File: src/rtl/seq_det_ctrl_if.sv
// rtl/seq_det_ctrl_if.sv - stream, control and status bundle for seq_det_ctrl
// master drives config/control/stream; slave is the detector side.
interface seq_det_ctrl_if #(
   parameter int PAT_W = 4,
   parameter int CNT_W = 8
);
   logic             cfg_we;
   logic [PAT_W-1:0] cfg_pattern;
   logic [CNT_W-1:0] cfg_win;
   logic [CNT_W-1:0] cfg_limit;
   logic             start;
   logic             abort;
   logic             din;
   logic             din_valid;
   logic             done_ack;
   logic             busy;
   logic             match;
   logic [CNT_W-1:0] match_cnt;
   logic             done;
   logic [1:0]       stop_code;
   logic             cfg_err;

   modport master (
      output cfg_we, cfg_pattern, cfg_win, cfg_limit, start, abort,
             din, din_valid, done_ack,
      input  busy, match, match_cnt, done, stop_code, cfg_err
   );

   modport slave (
      input  cfg_we, cfg_pattern, cfg_win, cfg_limit, start, abort,
             din, din_valid, done_ack,
      output busy, match, match_cnt, done, stop_code, cfg_err
   );
endinterface

File: src/rtl/seq_det_ctrl.sv
// rtl/seq_det_ctrl.sv - bounded serial pattern detection run controller
// Optional SEQ_DET_NOOVERLAP_EN: a match restarts the fill so matches cannot overlap.
module seq_det_ctrl #(
   parameter int PAT_W = 4,
   parameter int CNT_W = 8
) (
   input  logic          clk,
   input  logic          rst,
   seq_det_ctrl_if.slave bus
);
   localparam int FW = $clog2(PAT_W + 1);

   typedef enum logic [1:0] {
      S_IDLE = 2'd0,
      S_RUN  = 2'd1,
      S_DONE = 2'd2
   } state_t;

   state_t           state, state_nxt;
   logic [PAT_W-1:0] pattern_q, hist_q, hist_nxt;
   logic [CNT_W-1:0] win_q, limit_q;
   logic [CNT_W-1:0] bit_cnt_q, bit_cnt_nxt, match_cnt_q, match_cnt_nxt;
   logic [FW-1:0]    fill_q, fill_nxt;
   logic [1:0]       stop_q, stop_nxt;
   logic             hit;
   logic             match_q, busy_q, done_q, cfg_err_q;

   always_ff @(posedge clk) begin
      if (!rst) state <= S_IDLE;
      else      state <= state_nxt;
   end

   always_comb begin
      state_nxt     = state;
      hist_nxt      = hist_q;
      fill_nxt      = fill_q;
      bit_cnt_nxt   = bit_cnt_q;
      match_cnt_nxt = match_cnt_q;
      stop_nxt      = stop_q;
      hit           = 1'b0;
      case (state)
         S_IDLE: begin
            if (bus.start) begin
               state_nxt     = S_RUN;
               hist_nxt      = '0;
               fill_nxt      = '0;
               bit_cnt_nxt   = '0;
               match_cnt_nxt = '0;
               stop_nxt      = 2'b00;
            end
         end
         S_RUN: begin
            // Abort wins outright; the bit offered in that cycle is dropped.
            if (bus.abort) begin
               stop_nxt  = 2'b11;
               state_nxt = S_DONE;
            end else if (bus.din_valid) begin
               hist_nxt    = {hist_q[PAT_W-2:0], bus.din};
               fill_nxt    = (fill_q == FW'(PAT_W)) ? fill_q : fill_q + 1'b1;
               bit_cnt_nxt = bit_cnt_q + 1'b1;
               hit         = (hist_nxt == pattern_q) && (fill_nxt == FW'(PAT_W));
               if (hit && (match_cnt_q != '1)) match_cnt_nxt = match_cnt_q + 1'b1;
`ifdef SEQ_DET_NOOVERLAP_EN
               if (hit) fill_nxt = '0;
`endif
               if ((limit_q != '0) && (match_cnt_nxt == limit_q)) begin
                  stop_nxt  = 2'b10;
                  state_nxt = S_DONE;
               end else if ((win_q != '0) && (bit_cnt_nxt == win_q)) begin
                  stop_nxt  = 2'b01;
                  state_nxt = S_DONE;
               end
            end
         end
         S_DONE: begin
            if (bus.done_ack) state_nxt = S_IDLE;
         end
         default: state_nxt = S_IDLE;
      endcase
   end

   always_ff @(posedge clk) begin
      if (!rst) begin
         pattern_q   <= '0;
         win_q       <= '0;
         limit_q     <= '0;
         hist_q      <= '0;
         fill_q      <= '0;
         bit_cnt_q   <= '0;
         match_cnt_q <= '0;
         stop_q      <= 2'b00;
         match_q     <= 1'b0;
         busy_q      <= 1'b0;
         done_q      <= 1'b0;
         cfg_err_q   <= 1'b0;
      end else begin
         hist_q      <= hist_nxt;
         fill_q      <= fill_nxt;
         bit_cnt_q   <= bit_cnt_nxt;
         match_cnt_q <= match_cnt_nxt;
         stop_q      <= stop_nxt;
         match_q     <= hit;
         busy_q      <= (state_nxt == S_RUN);
         done_q      <= (state_nxt == S_DONE);
         cfg_err_q   <= bus.cfg_we && (state != S_IDLE);
         if ((state == S_IDLE) && bus.cfg_we) begin
            pattern_q <= bus.cfg_pattern;
            win_q     <= bus.cfg_win;
            limit_q   <= bus.cfg_limit;
         end
      end
   end

   assign bus.busy      = busy_q;
   assign bus.match     = match_q;
   assign bus.match_cnt = match_cnt_q;
   assign bus.done      = done_q;
   assign bus.stop_code = stop_q;
   assign bus.cfg_err   = cfg_err_q;
endmodule

File: src/flat_wrapper.sv
// flat-port wrapper written by rule: the top's interface ports become plain ports
module seq_det_ctrl_flat 
#(
   parameter int PAT_W = 4,
   parameter int CNT_W = 8
)
  (clk, rst, bus_cfg_we, bus_cfg_pattern, bus_cfg_win, bus_cfg_limit, bus_start, bus_abort, bus_din, bus_din_valid, bus_done_ack, bus_busy, bus_match, bus_match_cnt, bus_done, bus_stop_code, bus_cfg_err);
  seq_det_ctrl_if #(.PAT_W(PAT_W), .CNT_W(CNT_W)) bus_i ();
  input  logic clk;
  input  logic rst;
  input wire logic [$bits(bus_i.cfg_we)-1:0] bus_cfg_we;
  input wire logic [$bits(bus_i.cfg_pattern)-1:0] bus_cfg_pattern;
  input wire logic [$bits(bus_i.cfg_win)-1:0] bus_cfg_win;
  input wire logic [$bits(bus_i.cfg_limit)-1:0] bus_cfg_limit;
  input wire logic [$bits(bus_i.start)-1:0] bus_start;
  input wire logic [$bits(bus_i.abort)-1:0] bus_abort;
  input wire logic [$bits(bus_i.din)-1:0] bus_din;
  input wire logic [$bits(bus_i.din_valid)-1:0] bus_din_valid;
  input wire logic [$bits(bus_i.done_ack)-1:0] bus_done_ack;
  output wire logic [$bits(bus_i.busy)-1:0] bus_busy;
  output wire logic [$bits(bus_i.match)-1:0] bus_match;
  output wire logic [$bits(bus_i.match_cnt)-1:0] bus_match_cnt;
  output wire logic [$bits(bus_i.done)-1:0] bus_done;
  output wire logic [$bits(bus_i.stop_code)-1:0] bus_stop_code;
  output wire logic [$bits(bus_i.cfg_err)-1:0] bus_cfg_err;
  assign bus_i.cfg_we = bus_cfg_we;
  assign bus_i.cfg_pattern = bus_cfg_pattern;
  assign bus_i.cfg_win = bus_cfg_win;
  assign bus_i.cfg_limit = bus_cfg_limit;
  assign bus_i.start = bus_start;
  assign bus_i.abort = bus_abort;
  assign bus_i.din = bus_din;
  assign bus_i.din_valid = bus_din_valid;
  assign bus_i.done_ack = bus_done_ack;
  assign bus_busy = bus_i.busy;
  assign bus_match = bus_i.match;
  assign bus_match_cnt = bus_i.match_cnt;
  assign bus_done = bus_i.done;
  assign bus_stop_code = bus_i.stop_code;
  assign bus_cfg_err = bus_i.cfg_err;
  seq_det_ctrl #(.PAT_W(PAT_W), .CNT_W(CNT_W)) u_core (.clk(clk), .rst(rst), .bus(bus_i));
endmodule
File: config.mk
export PLATFORM = sky130hd
export DESIGN_NAME = seq_det_ctrl_flat
export DESIGN_NICKNAME = d
export VERILOG_FILES = /design/src/rtl/seq_det_ctrl_if.sv /design/src/rtl/seq_det_ctrl.sv /design/src/flat_wrapper.sv
export SDC_FILE = /design/constraint.sdc
export NUM_CORES = 1
export LEC_CHECK = 0
export CORE_ASPECT_RATIO = 2
export CORE_MARGIN = 3
export CORE_UTILIZATION = 48
export CTS_CLUSTER_DIAMETER = 80
export DETAILED_ROUTE_END_ITERATION = 8
export GPL_ROUTABILITY_DRIVEN = 0
export PLACE_DENSITY = 0.87
export SETUP_SLACK_MARGIN = 0.1
export SYNTH_ARGS = -nofsm -noshare
export SYNTH_HDL_FRONTEND = slang
export SYNTH_SLANG_ARGS = --single-unit
File: constraint.sdc
create_clock -name clk -period 2.6 [get_ports clk]
set_input_delay 0.52 -clock clk [delete_from_list [all_inputs] [get_ports clk]]
set_output_delay 0.52 -clock clk [all_outputs]
set_load 0.02 [all_outputs]
## Word-level counts from Yosys, hierarchy flattened

Index checks and enable logic that the tools add are counted.

- Word-level logic and storage cells: 81
- Memory bits (writable): 0
- Output and inout bits: 14
- Memory bits (read-only): 0
- Flip-flop bits (word level): 50
- Bits in latches: 0
- Input port bits: 28
- Memories kept: 0

- $add $sub $neg: 3
- Order comparisons: 0
- Mux-type cells: 33
- Bitwise operators: 3
- Multiply operators: 0
- Shifts and indexed selects: 0
- Div/mod/pow operators: 0
- Equality and inequality tests: 15
- Reductions and logical operators: 14

Operator list:

| kind | number |
|---|---|
| two-way mux 8 bit | 9 |
| case mux 8 bit (2 select lines) | 2 |
| two-way mux 2 bit | 11 |
| two-way mux 3 bit | 7 |
| adder 8 x 1 -> 8 bit, second input constant | 2 |
| equality test 8 bit | 2 |
| nonzero test 8 bit | 2 |
| case mux 3 bit (2 select lines) | 2 |
| inequality test 8 bit, second input constant | 1 |
| AND reduction 4 bit | 2 |
| equality test 3 bit, second input constant | 2 |
| logical AND 1 bit | 6 |
| inequality test 2 bit, second input constant | 3 |
| case mux 2 bit (3 select lines) | 1 |
| equality test 2 x 1 -> 1 bit, second input constant | 2 |
| equality test 2 bit, second input constant | 2 |
| equality test 4 bit | 1 |
| inequality test 4 x 2 -> 1 bit, second input constant | 1 |
| case mux 2 bit (2 select lines) | 1 |
| nonzero test 2 bit | 2 |
| OR reduction 4 bit | 1 |
| adder 3 x 1 -> 3 bit, second input constant | 1 |
| inequality test 3 bit, second input constant | 1 |
| NOT 1 bit | 3 |
| logical NOT 2 bit | 1 |

## Logic depth before layout (Yosys ltp)

Gate-level depths: netlist of the first run.

- Word-level depth: 16
- Depth in mapped cells: 11
- Depth with buffers taken out: 10

## Worst setup path before layout of the first run

No wires, ideal clock.

- Kind: register to register
- Start point: register u_core.fill_q[0]
- End point: register u_core.stop_q[0] (netlist: u_core.bus.stop_code[0])
- Stages on the path, launching flop included: 12
- Arrival time: 2.301 ns
- Setup time: 0.123 ns
- Period minus slack after synthesis: 2.424 ns
- Buffers on the path: 1
- Data required time: 2.477 ns
- Setup slack: 0.176 ns
- Cell sequence: dfxtp_1 > inv_1 > ha_1 > o21ba_2 > nand4_1 > nor3_2 > buf_4 > a21boi_1 > a221oi_1 > nand3_1 > a211oi_2 > o21ai_1

- Cells in the longest elaborated chain, start to end: 15
- Elaborated cells between the ends (all ways): 18
- Classes of those cells: add/sub: 1; eq/ne: 4; mux: 9; reduce/logical: 4

Ends and longest elaborated chain:

| what | line | text |
|---|---|---|
| start, declared | seq_det_ctrl.sv:23 | `logic [FW-1:0] fill_q, fill_nxt;` |
| start signal, assigned | seq_det_ctrl.sv:98 | `fill_q <= fill_nxt;` |
| adder 3 x 1 -> 3 bit or equality test 3 bit (tied branches) | seq_det_ctrl.sv:59 | `fill_nxt = (fill_q == FW'(PAT_W)) ? fill_q : fill_q + 1'b1;` |
| two-way mux 3 bit (*) | seq_det_ctrl.sv:59 |  |
| equality test 3 bit (*) | seq_det_ctrl.sv:61 | `hit = (hist_nxt == pattern_q) && (fill_nxt == FW'(PAT_W));` |
| logical AND 1 bit (*) | seq_det_ctrl.sv:61 |  |
| logical AND 1 bit (*) | seq_det_ctrl.sv:62 | `if (hit && (match_cnt_q != '1)) match_cnt_nxt = match_cnt_q + 1'b1;` |
| two-way mux 8 bit (*) | seq_det_ctrl.sv:62 |  |
| two-way mux 8 bit (*) | seq_det_ctrl.sv:57 | `end else if (bus.din_valid) begin` |
| two-way mux 8 bit (*) | seq_det_ctrl.sv:54 | `if (bus.abort) begin` |
| two-way mux 8 bit (*) | seq_det_ctrl.sv:41 | `case (state)` |
| equality test 8 bit (*) | seq_det_ctrl.sv:66 | `if ((limit_q != '0) && (match_cnt_nxt == limit_q)) begin` |
| logical AND 1 bit (*) | seq_det_ctrl.sv:66 |  |
| two-way mux 2 bit | seq_det_ctrl.sv:66 |  |
| two-way mux 2 bit | seq_det_ctrl.sv:57 |  |
| two-way mux 2 bit | seq_det_ctrl.sv:54 |  |
| case mux 2 bit (2 select lines) | seq_det_ctrl.sv:41 |  |
| end signal, assigned | seq_det_ctrl.sv:101 | `stop_q <= stop_nxt;` |
| end, declared | seq_det_ctrl.sv:24 | `logic [1:0] stop_q, stop_nxt;` |

Mark *: on every way between the ends. The rest lies on a longest branch, timed or not. The select of a mux whose other input is x is not followed.
A chain may end at the register's enable or synchronous reset.

## Final worst setup path of the first run

- Start point: register u_core.fill_q[1]
- End point: register u_core.stop_q[1] (netlist: u_core.bus.stop_code[1])

The elaborated chain is that of the path after synthesis.

==> results of run 1 <==
layout make-up:
class	count	area, um^2
fillers	411	1780
multi-input cells	250	1580
flip-flops and latches	50	1000
repair buffers	64	589
clock buffers	7	86.3
well taps	58	72.6
inverters	6	22.5
clock inverters	1	5.00
routing by layer:
metal  part of all wire [%]  global-route usage (%)  vias to the layer above
li1                       -                       -                     1237
met1                     36                    22.8                     1164
met2                     55                    41.6                      107
met3                    5.6                    3.88                       21
met4                    3.5                    12.1                        0
met5                      0                       0                        -
power by group through the flow:
stage | clock (W) | combinational [W] | sequential [W]
floorplan | 0 | 0.000150 | 0.000840
finish | 0.000473 | 0.000272 | 0.000824
detailed placement | 0 | 0.000257 | 0.000840
global placement | 0 | 0.000251 | 0.000839
global route | 0.000517 | 0.000298 | 0.000828
CTS | 0.000483 | 0.000267 | 0.000823
worst max-delay path: cells and delay by family (launching register included):
| family | cells | cell delay (ns) |
|---|---|---|
| fa+ha+maj | 1 | 0.23 |
| compound gates | 4 | 0.79 |
| buf+inv | 3 | 0.40 |
| simple gates | 4 | 0.67 |
| flops | 1 | 0.34 |
sequential cells by signal, summed over array words and instances, names as in the netlist:
signal	flops
u_core.bit_cnt_q	8
u_core.bus.match_cnt	8
u_core.limit_q	8
u_core.win_q	8
u_core.pattern_q	4
u_core.fill_q	3
u_core.hist_q	3
u_core.bus.stop_code	2
u_core.state	2
u_core.bus.busy	1
u_core.bus.cfg_err	1
u_core.bus.done	1
u_core.bus.match	1
stage by stage:
stage | total power, W | TNS [ns] | util (%)
final | 0.00157 | 0 | 65.4
after global routing | 0.00164 | -0.356 | 65.4
after CTS | 0.00157 | 0 | 64.4
after detailed placement | 0.00110 | -2.10 | 60.7
after global placement | 0.00109 | -1.06 | 60.7
after floorplan | 0.000990 | 0 | -
cell usage after synthesis (3+ instances only):
library cell  instances  area [um^2]
nand2_1              66          248
dfxtp_1              50         1000
a21oi_1              34          170
o21ai_0              23          115
xnor2_1              17          149
nor2_1               16         60.1
clkbuf_1             10         37.5
xor2_1               10         87.6
nand3_1               9         45.0
nor3_1                6         30.0
a22o_1                5         43.8
and3_1                5         31.3
inv_1                 5         18.8
and2_1                4         25.0
ha_1                  4         50.1
nand4_1               4         25.0
and4_1                3         26.3
or3_1                 3         18.8
worst min path at each step:
stage / start / endpoint / slack (ns)
5_1_grt: u_core.pattern_q[1] / u_core.pattern_q[1] / 0.50
2_1_floorplan: u_core.win_q[3] / u_core.win_q[3] / 0.45
4_1_cts: u_core.pattern_q[1] / u_core.pattern_q[1] / 0.48
6_report: u_core.pattern_q[1] / u_core.pattern_q[1] / 0.48
3_5_place_dp: u_core.bus.stop_code[1] / u_core.bus.stop_code[1] / 0.45
3_3_place_gp: u_core.bus.stop_code[0] / u_core.bus.stop_code[0] / 0.45
logic make-up (layout without fill, tap and decap cells):
| group | after synthesis | after routing |
|---|---|---|
| buffers and inverters | 18 | 78 |
| xor gates and xnor gates | 27 | 27 |
| AOI/OAI and AO/OA | 86 | 86 |
| and+or+nand+nor | 130 | 130 |
| adders and majority gates | 4 | 4 |
| muxes | 3 | 3 |
| DFF | 50 | 50 |
what timing repair did:
action / CTS / global route
pin swaps: 11 / 4
gates resized for setup: 14 / 11
hold buffers: 0 / 0
buffers inserted: 5 / 1
setup endpoints to repair: 6 / 6
==> results.json, run 1 <==
{
  "status": "finished, final reports clean",
  "grt_pass1_wl_um": 11000,
  "whs_ns": 0.479,
  "final_cell_count_no_fill": 436,
  "synth_simple_gate_area_share_pct": 24.3,
  "cp-endpoint": "u_core.bus.stop_code[1]",
  "finalCritPeriodShare_pct": 96.6,
  "worstSetupPathType": "reg -> reg",
  "vias_per_cell": 5.80,
  "worst_path_most_repeated_cell": "buf_4",
  "dieArea_um2": 6300,
  "tightest_slew_ns": 0.652,
  "grt_usage_pct": 22.3,
  "layout_commonest_cell": "nand2_1",
  "fin_crit_ns": 2.51,
  "cts_sinks": 50,
  "power_frac_clock_pct": 30.1,
  "p_comb_share_pct": 17.4,
  "setup_viol": 0,
  "via_count": 2529,
  "hold_class": "reg -> reg",
  "synth_top_family_by_area": "simple AND/OR/NAND/NOR gates",
  "maxCapViolCount": 0,
  "synth-edff-count": 0,
  "routed_wl_um": 6680,
  "core_um2": 5140,
  "cts-root-buf": "clkbuf_8",
  "critPathMaxFanout": 4,
  "path_clk_slew_ns": 0.09,
  "netSwitchingPower_w": 0.000426,
  "crit_chain": "inv_2 > ha_4 > o21ba_4 > nand4_1 > buf_4 > nor3_4 > nand3_1 > a221oi_2 > nand3_2 > buf_4 > a21o_1 > o21ai_1",
  "cpPeakStageDelay_ns": 0.34,
  "power_density_nw_per_um2": 467,
  "critical_path.startpoint": "u_core.fill_q[1]",
  "drtIter0Drc": 108,
  "clock_skew_ns": 0.00823,
  "swShare_pct": 27.1,
  "drc": 0,
  "p_int_w": 0.00114,
  "synth_nets": 350,
  "critPathArrivalTime_ns": 2.76,
  "avgSynthCellArea_um2": 8.05,
  "seq_power_share_pct": 52.5,
  "async_flop_share_pct": 0,
  "insertion_delay_ns": 0.32,
  "ys_seq_elements": 50,
  "synth_mux_area_share_pct": 1.22,
  "placed_cell_area_um2": 3120,
  "dp_cells": 422,
  "antenna_left": 0,
  "synth_fa_ha_area_share_pct": 1.95,
  "post-place-ws_ns": -0.372,
  "grt_pass1_vias": 2450,
  "final_cell_mix": "nand2_1, dfxtp_1, clkdlybuf4s50_1, a21oi_1",
  "hold_viol": 0,
  "overflow": 0,
  "wire_per_inst_um": 15.3,
  "r2r_end": "u_core.bus.stop_code[1]",
  "ir_drop_mv": 0.534,
  "cts_buffers": 5,
  "yosysSeqAreaShare_pct": 39.1,
  "maxSlewHeadroom_pct": 56.4,
  "min_delay_path_depth": 2,
  "synth-compound-area-share_pct": 21.3,
  "syn_to_final_growth_pct": 31.3,
  "synthXorXnorAreaFrac_pct": 9.23,
  "slowest_stage": "dfxtp_2",
  "synth_warnings": 0,
  "dr.pass1.iters": 5,
  "antenna_cells": 0,
  "antenna_found_initial": 0,
  "die_h_um": 109,
  "num_rows": 37,
  "finalMaxSlewViolations": 0,
  "die_w_um": 57.7,
  "final_nets": 409,
  "start_util_pct": 49.8,
  "syn-cell-area_um2": 2560,
  "cts_tree": "done",
  "synth_ff_type": "dfxtp_1",
  "fmax_ghz": 0.398,
  "rr_worst_depth": 12,
  "fin_ws_ns": 0.0878,
  "netlist_instances": 318,
  "startpoint_type": "register",
  "synth_cell_types": 48,
  "ioPinCount": 42,
  "clockBufferDepth": 2,
  "hpwl_um": 4770,
  "grt_max_degree": 27,
  "p_leak_nw": 1.31,
  "required_ns": 2.85,
  "rsz0062_at_grt": "true",
  "regToRegSetupSlack_ns": 0.09,
  "fin_area_um2": 3360,
  "port_buffers": 41,
  "htreeDepth": 2,
  "drive_gt1_share_pct": 15.1,
  "r2r-start": "u_core.fill_q[1]",
  "crit_path_end_kind": "register"
}
No activity file was read; power rests on OpenSTA's default activity.
==> inputs of run 2 (changes only) <==
--- a/config.mk
+++ b/config.mk
@@ -7,11 +7,11 @@
 export LEC_CHECK = 0
 export CORE_ASPECT_RATIO = 2
 export CORE_MARGIN = 3
-export CORE_UTILIZATION = 48
+export CORE_UTILIZATION = 35
 export CTS_CLUSTER_DIAMETER = 80
 export DETAILED_ROUTE_END_ITERATION = 8
 export GPL_ROUTABILITY_DRIVEN = 0
-export PLACE_DENSITY = 0.87
+export PLACE_DENSITY = 0.69
 export SETUP_SLACK_MARGIN = 0.1
 export SYNTH_ARGS = -nofsm -noshare
 export SYNTH_HDL_FRONTEND = slang
==> run 2 against run 1 <==
Sequential power is essentially flat. Cell count increased by 7.8%. Worst setup slack better by 0.044 ns. Hold slack got worse by 0.0090 ns. Critical path type unchanged. Largest cell class unchanged.
==> results.json, run 2 (synthesis results as in run 1) <==
{
  "status": "finished, final reports clean",
  "num_rows": 43,
  "regToRegSetupSlack_ns": 0.13,
  "layout_commonest_cell": "nand2_1",
  "final_nets": 411,
  "dr.pass1.iters": 4,
  "r2r-start": "u_core.fill_q[1]",
  "htreeDepth": 2,
  "overflow": 0,
  "power_density_nw_per_um2": 505,
  "rr_worst_depth": 11,
  "final_cell_count_no_fill": 470,
  "ir_drop_mv": 0.504,
  "antenna_left": 0,
  "critPathMaxFanout": 4,
  "grt_pass1_vias": 2402,
  "hold_buffers": 0,
  "tightest_slew_ns": 0.703,
  "drc": 0,
  "vias_per_cell": 5.26,
  "fillers": 668,
  "cp-endpoint": "u_core.bus.stop_code[1]",
  "antenna_found_initial": 0,
  "worstSetupPathType": "reg -> reg",
  "critPathArrivalTime_ns": 2.65,
  "finalCritPeriodShare_pct": 94.9,
  "antenna_cells": 0,
  "drtIter0Drc": 83,
  "multiInputGateArea_um2": 1590,
  "grt_usage_pct": 16.7,
  "maxCapViolCount": 0,
  "dp_cells": 460,
  "p_leak_nw": 1.33,
  "grt_max_degree": 27,
  "fin_crit_ns": 2.47,
  "whs_ns": 0.470,
  "critical_path.startpoint": "u_core.fill_q[1]",
  "syn_to_final_growth_pct": 35.8,
  "final_cell_mix": "nand2_1, dfxtp_1, clkdlybuf4s50_1, a21oi_1, buf_4",
  "die_w_um": 66.5,
  "r2r_end": "u_core.bus.stop_code[1]",
  "path_clk_slew_ns": 0.07,
  "hpwl_um": 5070,
  "cts-root-buf": "clkbuf_16",
  "rsz0062_at_grt": "true",
  "cts_buffers": 5,
  "required_ns": 2.78,
  "port_buffers": 41,
  "grt_pass1_wl_um": 11000,
  "wire_per_inst_um": 14.3,
  "setup_viol": 0,
  "cts_tree": "done",
  "routed_wl_um": 6720,
  "maxSlewHeadroom_pct": 53.0,
  "insertion_delay_ns": 0.29,
  "ioPinCount": 42,
  "hold_class": "reg -> reg",
  "post-route-util_pct": 49.4,
  "via_count": 2474,
  "clockBufferDepth": 2,
  "startpoint_type": "register",
  "finalMaxSlewViolations": 0,
  "drive_gt1_share_pct": 15.5,
  "clock_skew_ns": 0.00784,
  "placed_cell_area_um2": 3200,
  "regArea_um2": 1000,
  "core_um2": 7050,
  "crit_path_end_kind": "register",
  "fmax_ghz": 0.405,
  "start_util_pct": 36.3,
  "hold_viol": 0,
  "cts_sinks": 50,
  "fin_area_um2": 3480,
  "dieArea_um2": 8440,
  "die_h_um": 127
}
[run 2: cell types whose count changed in the layout (fill, tap and decap cells not counted), moves of 2 or more]
| cell | previous run | this run |
|---|---|---|
| buf_4 | 22 | 25 |
| nor3_4 | 2 | 0 |
| clkbuf_16 | 0 | 5 |
| clkbuf_8 | 6 | 1 |
[run 2: critical path, cell delays in order, from the launching register on]
cell and delay (ns):
dfxtp_2 0.34, inv_2 0.06, ha_4 0.23, o21ba_4 0.21, nand4_1 0.17, nor3_2 0.29, buf_4 0.18, a21boi_4 0.06
a221oi_4 0.31, nand3_2 0.16, a211oi_2 0.27, o21ai_1 0.07
[run 2: cell type report]
class,count,area share (%)
multi-input combinational,250,45.6
sequential,50,28.8
timing repair buffer,66,17.3
clock buffer,6,3.99
tap,90,3.24
inverter,6,0.647
clock inverter,2,0.360
[run 2: worst min-delay path by stage]
stage / start / endpoint / slack, ns / cells past startpoint
after CTS: u_core.bus.stop_code[1] / u_core.bus.stop_code[1] / 0.47 / 2
after floorplan: u_core.win_q[3] / u_core.win_q[3] / 0.45 / 2
after global placement: u_core.bus.stop_code[1] / u_core.bus.stop_code[1] / 0.46 / 2
final: u_core.win_q[3] / u_core.win_q[3] / 0.47 / 2
after detailed placement: u_core.bus.stop_code[1] / u_core.bus.stop_code[1] / 0.46 / 2
after global routing: u_core.bus.stop_code[1] / u_core.bus.stop_code[1] / 0.50 / 2
[run 2: stage by stage]
stage,worst slack [ns],total power (W),setup TNS [ns]
floorplan,0.176,0.000990,0
global placement,-0.230,0.00109,-1.19
detailed placement,-0.281,0.00110,-1.49
CTS,0.100,0.00176,0
global route,0.0116,0.00183,0
finish,0.132,0.00176,0
[run 2: report_power, final]
part	internal [W]	total, W	switching [W]
clock network	0.000381	0.000664	0.000283
logic	0.000130	0.000269	0.000138
registers	0.000796	0.000824	0.0000280
total	0.00131	0.00176	0.000450
[run 2: routing by layer]
metal	vias to the layer above	routed length [um]	track usage [%]
li1	1243	-	-
met1	1158	2590	18.3
met2	59	3710	30.1
met3	14	242	2.73
met4	0	175	7.78
met5	-	0	0
[run 2: repair_timing]
item	4_1_cts	5_1_grt
pin swaps	3	12
setup buffers	0	2
resized for setup	2	21
endpoints found under the setup margin	6	6
==> inputs of run 3 (changes only) <==
--- a/config.mk
+++ b/config.mk
@@ -5,13 +5,16 @@
 export SDC_FILE = /design/constraint.sdc
 export NUM_CORES = 1
 export LEC_CHECK = 0
+export CELL_PAD_IN_SITES_DETAIL_PLACEMENT = 0
+export CELL_PAD_IN_SITES_GLOBAL_PLACEMENT = 1
 export CORE_ASPECT_RATIO = 2
 export CORE_MARGIN = 3
 export CORE_UTILIZATION = 35
 export CTS_CLUSTER_DIAMETER = 80
 export DETAILED_ROUTE_END_ITERATION = 8
 export GPL_ROUTABILITY_DRIVEN = 0
-export PLACE_DENSITY = 0.69
+export HOLD_SLACK_MARGIN = 0.1
+export PLACE_DENSITY = 0.83
 export SETUP_SLACK_MARGIN = 0.1
 export SYNTH_ARGS = -nofsm -noshare
 export SYNTH_HDL_FRONTEND = slang
==> constraint.sdc (replaced) <==
create_clock -name clk -period 2.9 [get_ports clk]
set_input_delay 0.58 -clock clk [delete_from_list [all_inputs] [get_ports clk]]
set_output_delay 0.58 -clock clk [all_outputs]
set_load 0.02 [all_outputs]
==> run 3 against run 2 <==
Flip-flop and latch count stayed put. Hold slack worse by 0.0046 ns. Routed wire length is 3.9% lower. Critical path depth stayed put. Non-clock buffer count is 10 lower. Cell count is 2.1% lower. Sequential power is 10% lower. Sequential share of layout area is 1.1 points higher. Critical endpoint unchanged. Largest cell class unchanged. First-iteration DRC count is 64% higher. Via count is 2.3% lower. Die area stayed put.
==> results.json, run 3 (synthesis results as in run 1) <==
{
  "status": "finished, final reports clean",
  "gr-usage-met3_pct": 3.17,
  "htreeDepth": 2,
  "path_clk_slew_ns": 0.07,
  "ioPinCount": 42,
  "fmax_ghz": 0.375,
  "overflow": 0,
  "met2_usage_pct": 28.1,
  "finalMaxSlewViolations": 0,
  "required_ns": 3.07,
  "regToRegSetupSlack_ns": 0.23,
  "maxSlewHeadroom_pct": 53.9,
  "crit_chain": "inv_1 > ha_1 > o21ba_2 > nand4_1 > nor3_4 > buf_4 > mux2i_1 > a211oi_2 > nand3_2 > a211oi_2 > o21ai_1",
  "dieArea_um2": 8440,
  "setup_viol": 0,
  "clock_skew_ns": 0.00638,
  "start_util_pct": 36.3,
  "via_count": 2417,
  "dr.pass1.iters": 4,
  "hpwl_um": 5000,
  "path_delay_family": "compound AO/OA/AOI/OAI gates",
  "crit_path_end_kind": "register",
  "worst_path_most_repeated_cell": "a211oi_2",
  "whs_ns": 0.465,
  "final_cell_mix": "nand2_1, dfxtp_1, clkdlybuf4s50_1, a21oi_1, o21ai_0",
  "port_buffers": 41,
  "antenna_cells": 0,
  "wire_per_inst_um": 14.0,
  "hold_viol": 0,
  "antenna_found_initial": 0,
  "routed_wl_um": 6450,
  "finalCritPeriodShare_pct": 91.9,
  "final_nets": 401,
  "die_h_um": 127,
  "layout_commonest_cell": "nand2_1",
  "grt_max_degree": 27,
  "cp_num_buf_inv": 2,
  "critPathArrivalTime_ns": 2.84,
  "drive_gt1_share_pct": 10.3,
  "grt_pass1_wl_um": 10700,
  "fin_area_um2": 3340,
  "cts_tree": "done",
  "power_density_nw_per_um2": 493,
  "slowest_stage": "dfxtp_2",
  "cpPeakStageDelay_ns": 0.36,
  "critPathMaxFanout": 8,
  "busiest_layer": "met2",
  "syn_to_final_growth_pct": 30.5,
  "maxCapViolCount": 0,
  "drtIter0Drc": 136,
  "die_w_um": 66.5,
  "min_delay_path_depth": 2,
  "core_um2": 7050,
  "placed_cell_area_um2": 3120,
  "cts-root-buf": "clkbuf_16",
  "cts_sinks": 50,
  "grt_util_met1_pct": 18.9,
  "cts_buffers": 5,
  "p_leak_nw": 1.27,
  "ir_drop_mv": 0.590,
  "worstSetupPathType": "reg -> reg",
  "power_w": 0.00165,
  "rsz0062_at_grt": "false",
  "insertion_delay_ns": 0.29,
  "antenna_left": 0,
  "tightest_slew_ns": 0.690,
  "clockBufferDepth": 2,
  "vias_per_cell": 5.25,
  "hold_class": "reg -> reg",
  "drc": 0,
  "grt_pass1_vias": 2260,
  "fin_crit_ns": 2.67,
  "worstSetupPathDepth": 11,
  "rr_worst_depth": 11,
  "grt_usage_pct": 16.1,
  "num_rows": 43,
  "startpoint_type": "register",
  "post-route-util_pct": 47.4
}
## run 3: path summary, 6_finish.rpt
path | from | endpoint
min reg2reg | u_core.bus.stop_code[1] | u_core.bus.stop_code[1]
min | u_core.bus.stop_code[1] | u_core.bus.stop_code[1]
max | u_core.fill_q[0] | u_core.bus.stop_code[1]
max reg2reg | u_core.fill_q[0] | u_core.bus.stop_code[1]
## run 3: layout make-up
cell class,instances,area [um^2]
inverter,6,22.5
fill,696,3700
clock buffer,5,125
tap,90,113
timing repair buffer,56,523
multi-input combinational,250,1510
sequential,50,1000
clock inverter,3,43.8
## run 3: through the flow
step	std cells	setup WS, ns	TNS [ns]
6_report	460	0.235	0
5_1_grt	460	0.0706	0
4_1_cts	457	0.128	0
3_5_place_dp	449	-0.0806	-0.339
3_3_place_gp	449	0.0157	0
2_1_floorplan	318	0.476	0
## run 3: what timing repair did
item	in CTS	in global routing
endpoints found under the setup margin	0	6
resized for setup	0	7
setup buffers	0	3
hold buffers	0	0
## run 3: worst reg2reg max path: stages, from the launching register on
cell and delay [ns]:
dfxtp_2 0.36, inv_1 0.06, ha_1 0.30, o21ba_2 0.24
nand4_1 0.25, nor3_4 0.28, buf_4 0.18, mux2i_1 0.10
a211oi_2 0.29, nand3_2 0.16, a211oi_2 0.23, o21ai_1 0.10
## run 3: where the power goes
group	total (W)	internal (W)	leakage, nW	switching [W]
sequential	0.000739	0.000714	0.407	0.0000254
combinational	0.000231	0.000112	0.782	0.000118
clock	0.000677	0.000409	0.0842	0.000268
total	0.00165	0.00124	1.27	0.000412
## run 3: per-layer routing
| layer | vias to the layer above | part of all wire [%] |
|---|---|---|
| met5 | - | 0 |
| met4 | 0 | 1.9 |
| met3 | 10 | 3.6 |
| met2 | 53 | 53 |
| met1 | 1126 | 41 |
| li1 | 1228 | - |
